## config.mk

```make
export PLATFORM = sky130hd
export DESIGN_NAME = video_timing_gen
export DESIGN_NICKNAME = d
export VERILOG_FILES = /design/src/rtl/video_timing_gen.sv
export SDC_FILE = /design/constraint.sdc
export NUM_CORES = 1
export LEC_CHECK = 0
export BUFFER_PORTS_ARGS = -buffer_cell sky130_fd_sc_hd__buf_2
export CAP_MARGIN = 30
export CORE_MARGIN = 2
export CORE_UTILIZATION = 49
export CTS_CLUSTER_SIZE = 16
export DETAILED_ROUTE_END_ITERATION = 10
export GPL_TIMING_DRIVEN = 0
export PLACE_DENSITY_LB_ADDON = 0.15
export SYNTH_ARGS = -nofsm -noshare
export SYNTH_HDL_FRONTEND = slang
export SYNTH_SLANG_ARGS = --single-unit
```

## constraint.sdc

```tcl
create_clock -name clk -period 1.65 [get_ports clk]
set_input_delay 0.4125 -clock clk [delete_from_list [all_inputs] [get_ports clk]]
set_output_delay 0.4125 -clock clk [all_outputs]
set_load 0.02 [all_outputs]
```

## src/rtl/video_timing_gen.sv

```systemverilog
// Raster timing generator: pixel/line counters, sync, display enable and start strobes.
// Optional frame counter output enabled by defining VTG_FRAME_COUNT_EN.
module video_timing_gen #(
    parameter int CW       = 10,
    parameter int H_ACTIVE = 640,
    parameter int H_FP     = 16,
    parameter int H_SYNC   = 96,
    parameter int H_BP     = 48,
    parameter int V_ACTIVE = 480,
    parameter int V_FP     = 10,
    parameter int V_SYNC   = 2,
    parameter int V_BP     = 33,
    parameter int H_POL    = 0,
    parameter int V_POL    = 0
) (
    input  logic          clk,
    input  logic          reset,
    input  logic          pix_en,
    output logic [CW-1:0] sx,
    output logic [CW-1:0] sy,
    output logic          hsync,
    output logic          vsync,
    output logic          de,
    output logic          line_start,
    output logic          frame_start
`ifdef VTG_FRAME_COUNT_EN
    ,
    output logic [7:0]    frame_cnt
`endif
);

    localparam int H_TOTAL = H_ACTIVE + H_FP + H_SYNC + H_BP;
    localparam int V_TOTAL = V_ACTIVE + V_FP + V_SYNC + V_BP;
    localparam int HS_STA  = H_ACTIVE + H_FP;
    localparam int HS_END  = HS_STA + H_SYNC;
    localparam int VS_STA  = V_ACTIVE + V_FP;
    localparam int VS_END  = VS_STA + V_SYNC;

    localparam logic [CW-1:0] H_LAST   = CW'(H_TOTAL - 1);
    localparam logic [CW-1:0] V_LAST   = CW'(V_TOTAL - 1);
    localparam logic [CW-1:0] H_ACT_C  = CW'(H_ACTIVE);
    localparam logic [CW-1:0] V_ACT_C  = CW'(V_ACTIVE);
    localparam logic [CW-1:0] HS_STA_C = CW'(HS_STA);
    localparam logic [CW-1:0] HS_END_C = CW'(HS_END);
    localparam logic [CW-1:0] VS_STA_C = CW'(VS_STA);
    localparam logic [CW-1:0] VS_END_C = CW'(VS_END);
    localparam logic [CW-1:0] ONE      = CW'(1);

    localparam logic HS_OFF = (H_POL == 0) ? 1'b1 : 1'b0;
    localparam logic VS_OFF = (V_POL == 0) ? 1'b1 : 1'b0;

    // Illegal timing is rejected at elaboration; nothing here reaches the netlist.
    if (H_ACTIVE < 1 || H_FP < 1 || H_SYNC < 1 || H_BP < 1 ||
        V_ACTIVE < 1 || V_FP < 1 || V_SYNC < 1 || V_BP < 1 ||
        (2 ** CW) < H_TOTAL || (2 ** CW) < V_TOTAL) begin : g_param_check
        $error("video_timing_gen: illegal timing parameters");
    end

    logic          h_wrap;
    logic          v_wrap;
    logic [CW-1:0] sx_nxt;
    logic [CW-1:0] sy_nxt;

    always_comb begin
        h_wrap = (sx == H_LAST);
        v_wrap = h_wrap && (sy == V_LAST);
        sx_nxt = h_wrap ? '0 : sx + ONE;
        sy_nxt = sy;
        if (h_wrap) begin
            sy_nxt = v_wrap ? '0 : sy + ONE;
        end
    end

    // Decode uses the next counter values so every output lines up with sx/sy.
    always_ff @(posedge clk) begin
        if (reset) begin
            sx          <= '0;
            sy          <= '0;
            de          <= 1'b1;
            hsync       <= HS_OFF;
            vsync       <= VS_OFF;
            line_start  <= 1'b0;
            frame_start <= 1'b0;
        end else begin
            line_start  <= 1'b0;
            frame_start <= 1'b0;
            if (pix_en) begin
                sx          <= sx_nxt;
                sy          <= sy_nxt;
                de          <= (sx_nxt < H_ACT_C) && (sy_nxt < V_ACT_C);
                hsync       <= ((sx_nxt >= HS_STA_C) && (sx_nxt < HS_END_C)) ? ~HS_OFF : HS_OFF;
                vsync       <= ((sy_nxt >= VS_STA_C) && (sy_nxt < VS_END_C)) ? ~VS_OFF : VS_OFF;
                line_start  <= h_wrap;
                frame_start <= v_wrap;
            end
        end
    end

`ifdef VTG_FRAME_COUNT_EN
    // Advances on the same edge that raises frame_start, so it is already updated while frame_start is high.
    always_ff @(posedge clk) begin
        if (reset) begin
            frame_cnt <= 8'd0;
        end else if (pix_en && v_wrap) begin
            frame_cnt <= frame_cnt + 8'd1;
        end
    end
`endif

endmodule

```

==> results of run 1 <==
-- cell type report --
cell class	count	area [um^2]	area share
plain buffers	11	77.6	0.0393
clock buffers	3	22.5	0.0114
clock inverters	1	5.00	0.00254
inverters	6	22.5	0.0114
multi-input cells	153	1050	0.532
flip-flops and latches	25	531	0.269
well taps	44	55.1	0.0279
repair buffers	36	209	0.106
-- repair_timing --
action	CTS	global route
buffers inserted	7	3
hold buffers	0	0
gates resized for setup	12	17
endpoints found under the setup margin	15	16
pin swaps	9	8
-- layout by cell type (no fill, tap or decap), types with 3 or more instances in the layout --
| master | count |
|---|---|
| xor2_1 | 5 |
| nor3_1 | 3 |
| dfxtp_1 | 11 |
| dfxtp_4 | 5 |
| nor2_1 | 22 |
| and3_1 | 3 |
| clkbuf_1 | 3 |
| dfxtp_2 | 9 |
| inv_1 | 5 |
| a21oi_2 | 4 |
| nand4_1 | 5 |
| nand2_1 | 20 |
| nor4_1 | 4 |
| o21ai_0 | 5 |
| clkbuf_4 | 3 |
| nand3_1 | 12 |
| buf_2 | 26 |
| or3_1 | 6 |
| a21oi_1 | 14 |
| buf_4 | 14 |
| a31oi_1 | 4 |
-- per-stage QoR --
| stage | std cells | area, um^2 | setup WS, ns | util |
|---|---|---|---|---|
| floorplan | 197 | 1590 | -0.102 | - |
| global placement | 267 | 1780 | -0.180 | 0.588 |
| detailed placement | 267 | 1780 | -0.183 | 0.588 |
| CTS | 276 | 1890 | -0.151 | 0.623 |
| global route | 279 | 1970 | -0.217 | 0.651 |
| finish | 279 | 1970 | -0.153 | 0.651 |
-- logic make-up after synthesis --
logic type,count (synthesis),share of synthesized area
simple gates,100,0.371
compound gates,41,0.166
flops,25,0.325
buf+inv,19,0.0602
xor+xnor,7,0.0399
fa+ha+maj,3,0.0244
mux,2,0.0130
-- power by group --
part	switching (uW)	internal, uW
clock network	210	91.5
registers	6.81	605
logic	46.6	26.4
-- sequential cells by signal (all words and copies together) (netlist names) --
| signal | cells |
|---|---|
| de | 1 |
| frame_start | 1 |
| hsync | 1 |
| line_start | 1 |
| sx | 10 |
| sy | 10 |
| vsync | 1 |
-- layer usage --
layer,GRT usage,part of all wire,routed length [um]
met5,0,0,0
met4,0.0698,0.019,73
met3,0.0260,0.057,222
met2,0.359,0.45,1760
met1,0.328,0.47,1840
-- worst max path at each step --
stage,from,to,slack [ns],depth (start not counted)
after floorplan,sy[5],de,-0.10,7
after global placement,sx[1],de,-0.18,8
after detailed placement,sx[0],sy[1],-0.18,8
after CTS,sx[0],sy[4],-0.15,7
after global routing,sy[0],de,-0.22,8
final,sx[0],sy[4],-0.15,7
-- worst max-delay path: stages (launching register included) --
cell and delay (ns):
dfxtp_4 0.40, ha_4 0.13, and4_1 0.17, buf_6 0.13, nand4_1 0.14, buf_6 0.17, or4_4 0.48, a21oi_2 0.12
==> results.cfg, run 1 <==
[worst_setup_path]
r2r_slack_ns = -0.15
cp-start-kind = register
cp-end-kind = register
worstPathRequired_ns = 1.93
rr_startpoint = sx[0]
crit_arrival_ns = 2.08
critical_path_class = register to register
worstReg2RegEnd = sy[4]
worst-path-max-fanout = 6
ff2ff_path_depth = 7

[floorplanning]
io_pins = 28
core_area_mm2 = 0.00303
fp.dieArea_mm2 = 0.00360
rows = 20
die_height_um = 60.0
start_util = 0.508
die_w_um = 60.0

[placement]
gp_congestion = 0.809
dpl.hpwl_mm = 2.72
port_buffers = 26

[synthesis]
ys.warnings.count = 0
yosys_most_used_dff = dfxtp_1
synth_commonest_cells = dfxtp_1, nor2_1, nand2_1, a21oi_1, nand3_1
yosys.area.top_type = dfxtp_1
syn_inst = 197
ys_seq_area_frac = 0.325
synth_top_area_share = 0.325
synth_nets = 203
yosysMostFrequentCell = dfxtp_1
syn-cell-area_mm2 = 0.00154
synth_edf_count = 0
avgSynthCellArea_um2 = 7.81
async_reset_ff_frac = 0
ys_seq_elements = 25
synth_top_cells_by_area = dfxtp_1, nor2_1, a21oi_1
synth_cell_types = 51

[sta]
setup_violations = 9
max_freq_mhz = 555
worst_slew_pin_slew_ns = 0.591
fin_skew_ns = 0.00684
setup_slack_ns = -0.153
rsz0062_at_grt = true
fin_tns_setup_ns = -0.515
holdWs_ns = 0.422
min_period_over_period = 1.09
fin_crit_ns = 1.80
relSlewSlack = 0.606
hold_viol = 0
finalMaxSlewViolations = 0

[detailed_routing]
wl_per_cell_um = 14.0
wl_mm = 3.90
viasPerCell = 5.68
drt_iter0_drc = 88
drt_pass1_iterations = 4
drtAntennaViolNets = 0
drc = 0
num_vias = 1585

[clock_tree]
htree_levels = 1
numCtsBuffers = 3
path_clk_slew_ns = 0.15
cts_root_buffer = clkbuf_4
clk_latency_ns = 0.34
cts_num_sinks = 25
cts_buffer_depth = 2
cts_tree = yes

[pwr]
p_per_area_mw_per_mm2 = 500
p_leak_uw = 0.000782
finalPower_uw = 986
vdd_drop_max_mv = 0.290

[finish]
nNetsFinal = 242
n_antenna_cell = 0
drive_gt1_frac = 0.370
area_growth_pct = 28.2
fill_cells = 267

[run_status]
status = complete, but fails checks
violations = setup timing

[grt]
antenna_found_initial = 0
grt_pass1_vias = 1379
grt_usage = 0.229
grt_max_degree = 15
grt_pass1_wl_mm = 6.30
overflow = 0

[hold_path]
min_path_type = primary input to register
hold_depth = 4
whs_endpoint = sx[5]
hp-start = pix_en

[job]
maxCapViolCount = 0
No activity file was read; power rests on OpenSTA's default activity.
==> run 2: changes to the inputs <==
--- a/config.mk
+++ b/config.mk
@@ -13,5 +13,5 @@
 export DETAILED_ROUTE_END_ITERATION = 10
 export GPL_TIMING_DRIVEN = 0
-export PLACE_DENSITY_LB_ADDON = 0.15
+export PLACE_DENSITY = 0.77
 export SYNTH_ARGS = -nofsm -noshare
 export SYNTH_HDL_FRONTEND = slang
==> constraint.sdc (replaced) <==
create_clock -name clk -period 1.65 [get_ports clk]
set_input_delay 0.4125 -clock clk [delete_from_list [all_inputs] [get_ports clk]]
set_output_delay 0.4125 -clock clk [all_outputs]
set_load 0.01 [all_outputs]
==> run 2 against run 1 <==
Net effect:
- the run still ends with setup timing left
- non-clock buffer count is 9 higher
- first-iteration DRC count down 23%
- global-route usage up 0.98 points
- die area did not move
- design area is 5.5% higher
- critical endpoint unchanged
==> results.cfg, run 2 (same netlist as run 1, synthesis figures left out) <==
[sta]
hold_viol = 0
holdWs_ns = 0.472
fin_crit_ns = 1.86
worst_slew_pin_slew_ns = 0.574
setup_violations = 16
max_freq_mhz = 536
rsz0062_at_grt = true
setup_slack_ns = -0.214
min_period_over_period = 1.13
finalMaxSlewViolations = 0
fin_skew_ns = 0.00478
relSlewSlack = 0.617

[placement]
port_buffers = 26
pre_cts_slack_ns = -0.222
gp_congestion = 0.885
dpl.hpwl_mm = 2.48
place_area_mm2 = 0.00176

[clock_tree]
cts_tree = yes
htree_levels = 1
path_clk_slew_ns = 0.15
numCtsBuffers = 3
clk_latency_ns = 0.32
hold_buffers = 0
cts_buffer_depth = 2
cts_num_sinks = 25
cts_root_buffer = clkbuf_4

[worst_setup_path]
cp-end-kind = register
cp-start-kind = register
cp_cell_sequence = ha_4, and4_4, buf_6, nand4_1, buf_6, or4_1, a21oi_1
worst-path-max-fanout = 7
worstPathRequired_ns = 1.92
critical_path.max_stage_delay_ns = 0.50
critical_path_class = register to register
crit_family = simple AND/OR/NAND/NOR gates
crit_slowest_cell = or4_1
crit_arrival_ns = 2.13
worst-path-buf-inv = 2
cp_common_cell = buf_6

[grt]
grt_usage = 0.239
grt_max_degree = 15
overflow = 0
antenna_found_initial = 0
grt_pass1_vias = 1364
grt_pass1_wl_mm = 6.55

[detailed_routing]
drt_pass1_iterations = 4
viasPerCell = 5.64
drc = 0
num_vias = 1625
wl_mm = 4.03
wl_per_cell_um = 14.0
drt_iter0_drc = 68
drtAntennaViolNets = 0

[floorplanning]
fp.dieArea_mm2 = 0.00360
rows = 20
io_pins = 28
die_height_um = 60.0
die_w_um = 60.0
core_area_mm2 = 0.00303
start_util = 0.508

[hold_path]
min_path_type = primary input to register

[run_status]
violations = setup timing
status = complete, but fails checks

[finish]
area_growth_pct = 35.2
final_common_cell = buf_2
final_cell_mix = buf_2, nor2_1, nand2_1, buf_4, dfxtp_1
reg.largest.list = sx: 10 flops, sy: 10 flops
fill_cells = 249
nNetsFinal = 251
drive_gt1_frac = 0.406
n_antenna_cell = 0
final_cell_area_mm2 = 0.00208

[pwr]
vdd_drop_max_mv = 0.428
p_leak_uw = 0.000821
p_per_area_mw_per_mm2 = 470

[job]
maxCapViolCount = 0
run 2: cell types whose count changed in the layout (fill, tap and decap cells not counted), sizes merged:
cell | before | now
buf | 43 | 52
run 2: area by class of cell:
type / count / area [um^2] / area share
multi-input combinational: 153 / 1080 / 0.520
sequential: 25 / 523 / 0.252
timing repair buffer: 43 / 269 / 0.129
buffer: 13 / 100 / 0.0481
tap: 44 / 55.1 / 0.0265
clock buffer: 3 / 22.5 / 0.0108
inverter: 6 / 22.5 / 0.0108
clock inverter: 1 / 5.00 / 0.00241
run 2: timing repair:
action	in CTS	in global routing
endpoints found under the setup margin	15	19
resized for setup	29	19
pin swaps	9	14
buffers inserted	12	3
cloned	2	0
run 2: final timing paths:
check | start | end | slack (ns) | cells after the start
setup / recovery | sx[1] | sy[4] | -0.21 | 7
hold / removal | pix_en | sx[5] | 0.47 | 4
setup reg to reg | sx[1] | sy[4] | -0.21 | 7
hold reg to reg | de | de | 0.53 | 2
run 2: metal layers:
layer	GRT usage	vias to the layer above	wire length (um)
met2	0.343	63	1850
li1	-	807	-
met1	0.356	749	1850
met4	0.0857	0	40
met3	0.0390	6	287
met5	0	-	0
run 2: tightest hold or removal path: cells and delay by family:
kind / cells / cell delay, ns
simple gates: 2 / 0.16
compound gates: 1 / 0.05
buf+inv: 1 / 0.14
run 2: power breakdown:
part / total, uW / internal, uW / switching [uW]
registers: 615 / 607 / 7.98
logic: 70.2 / 27.0 / 43.2
clock network: 293 / 90.9 / 202
run 2: stage by stage:
step | total power, uW | setup TNS, ns | instances | utilization
2_1_floorplan | 666 | -0.120 | 197 | -
3_3_place_gp | 687 | -1.20 | 267 | 0.580
3_5_place_dp | 689 | -1.66 | 267 | 0.580
4_1_cts | 971 | -0.558 | 285 | 0.655
5_1_grt | 1020 | -3.07 | 288 | 0.687
6_report | 978 | -1.39 | 288 | 0.687
==> run 3: changes to the inputs <==
CTS_CLUSTER_DIAMETER = 100   (was not set)
MAX_ROUTING_LAYER = met4   (was not set)
==> run 3 against run 2 <==
Net effect:
- the run still ends with setup timing left
- worst hold slack better by 0.0012 ns
- combinational power is 0.6% lower
- cell count stayed put
- via count is 0.12% lower
- utilization stayed put
- setup slack better by 0.0025 ns
- global-route usage is 0.74 points higher
- clock power hardly changed
- flip-flop and latch count stayed put
- register-to-register slack hardly changed
- non-clock buffer count stayed put
- critical endpoint unchanged
- highest routed layer unchanged
==> results.cfg, run 3 (same netlist as run 1, synthesis figures left out) <==
[floorplanning]
die_w_um = 60.0
rows = 20
die_height_um = 60.0
fp.dieArea_mm2 = 0.00360
io_pins = 28
start_util = 0.508
core_area_mm2 = 0.00303

[finish]
nNetsFinal = 251
final_cell_area_mm2 = 0.00208
reg.largest.list = sx: 10 flops, sy: 10 flops
final_common_cell = buf_2
n_antenna_cell = 0
area_growth_pct = 35.2
final_cell_mix = buf_2, nor2_1, nand2_1, buf_4, dfxtp_1
fill_cells = 249
drive_gt1_frac = 0.406
stdcell_count = 288

[hold_path]
min_path_type = primary input to register

[clock_tree]
cts_tree = yes
clk_latency_ns = 0.32
cts_num_sinks = 25
hold_buffers = 0
cts_root_buffer = clkbuf_4
path_clk_slew_ns = 0.15
htree_levels = 1
numCtsBuffers = 3
cts_buffer_depth = 2

[placement]
place_area_mm2 = 0.00176
port_buffers = 26
dpl.hpwl_mm = 2.48
gp_congestion = 0.900
dp.cells = 267

[detailed_routing]
num_vias = 1623
wl_per_cell_um = 14.0
drt_pass1_iterations = 4
viasPerCell = 5.64
wl_mm = 4.02
drtAntennaViolNets = 0
drc = 0
drt_iter0_drc = 66

[worst_setup_path]
worstPathRequired_ns = 1.92
cp_cell_sequence = ha_4, and4_4, buf_6, nand4_1, buf_6, or4_1, a21oi_1
critical_path.max_stage_delay_ns = 0.50
critical_path_class = register to register
cp-end-kind = register
worst-path-max-fanout = 7
crit_slowest_cell = or4_1
crit_arrival_ns = 2.13
cp-start-kind = register
cp_common_cell = buf_6

[sta]
rsz0062_at_grt = true
setup_violations = 15
fin_tns_setup_ns = -1.35
setup_slack_ns = -0.211
hold_viol = 0
finalMaxSlewViolations = 0
holdWs_ns = 0.473
max_freq_mhz = 537
fin_crit_ns = 1.86
relSlewSlack = 0.627
worst_slew_pin_slew_ns = 0.559
min_period_over_period = 1.13
fin_skew_ns = 0.00572

[grt]
antenna_found_initial = 0
grt_pass1_wl_mm = 6.56
overflow = 0
grt_usage = 0.246
grt_pass1_vias = 1361
grt_max_degree = 15

[pwr]
p_per_area_mw_per_mm2 = 470
p_leak_uw = 0.000821
vdd_drop_max_mv = 0.428

[run_status]
violations = setup timing
status = complete, but fails checks

[job]
maxCapViolCount = 0
[run 3: cell counts in the layout (fill, tap and decap cells not counted)]
Identical to the previous run, type by type.
[run 3: metal layers]
| metal | GRT usage | wire [um] |
|---|---|---|
| met1 | 0.359 | 1840 |
| met2 | 0.343 | 1850 |
| met3 | 0.0368 | 272 |
| met4 | 0.0857 | 51 |
| met5 | - | 0 |
[run 3: what timing repair did]
action	4_1_cts	5_1_grt
setup endpoints to repair	15	19
buffers inserted	12	3
pin swaps	9	14
gates cloned	2	0
gates resized for setup	29	19
[run 3: power by group]
group	leakage [uW]	internal (uW)	switching (uW)
Combinational	0.000595	27.0	42.8
Sequential	0.000208	607	7.97
Clock	0.0000177	90.9	202
[run 3: through the flow]
| step | worst slack (ns) | power [uW] | utilization |
|---|---|---|---|
| 4_1_cts | -0.171 | 971 | 0.655 |
| 2_1_floorplan | -0.0751 | 666 | - |
| 6_report | -0.211 | 977 | 0.687 |
| 5_1_grt | -0.280 | 1020 | 0.687 |
| 3_5_place_dp | -0.222 | 689 | 0.580 |
| 3_3_place_gp | -0.190 | 687 | 0.580 |
[run 3: critical path, delay by kind of cell, from the launching register on]
kind / cells / cell delay (ns)
flops: 1 / 0.38
buf+inv: 2 / 0.29
simple gates: 3 / 0.86
compound gates: 1 / 0.14
fa+ha+maj: 1 / 0.13
[run 3: final timing paths]
| path | end | depth (start not counted) | slack [ns] | start |
|---|---|---|---|---|
| worst max-delay path | sy[4] | 7 | -0.21 | sx[1] |
| worst min-delay path | sx[5] | 4 | 0.47 | pix_en |
| worst max register to register | sy[4] | 7 | -0.21 | sx[1] |
| worst min register to register | de | 2 | 0.53 | de |
[run 3: cell type report]
cell class / count / area (um^2) / share of cell area
Buffer: 13 / 100 / 0.0481
Clock buffer: 3 / 22.5 / 0.0108
Clock inverter: 1 / 5.00 / 0.00241
Inverter: 6 / 22.5 / 0.0108
Multi-Input combinational cell: 153 / 1080 / 0.520
Sequential cell: 25 / 523 / 0.252
Tap cell: 44 / 55.1 / 0.0265
Timing Repair Buffer: 43 / 269 / 0.129
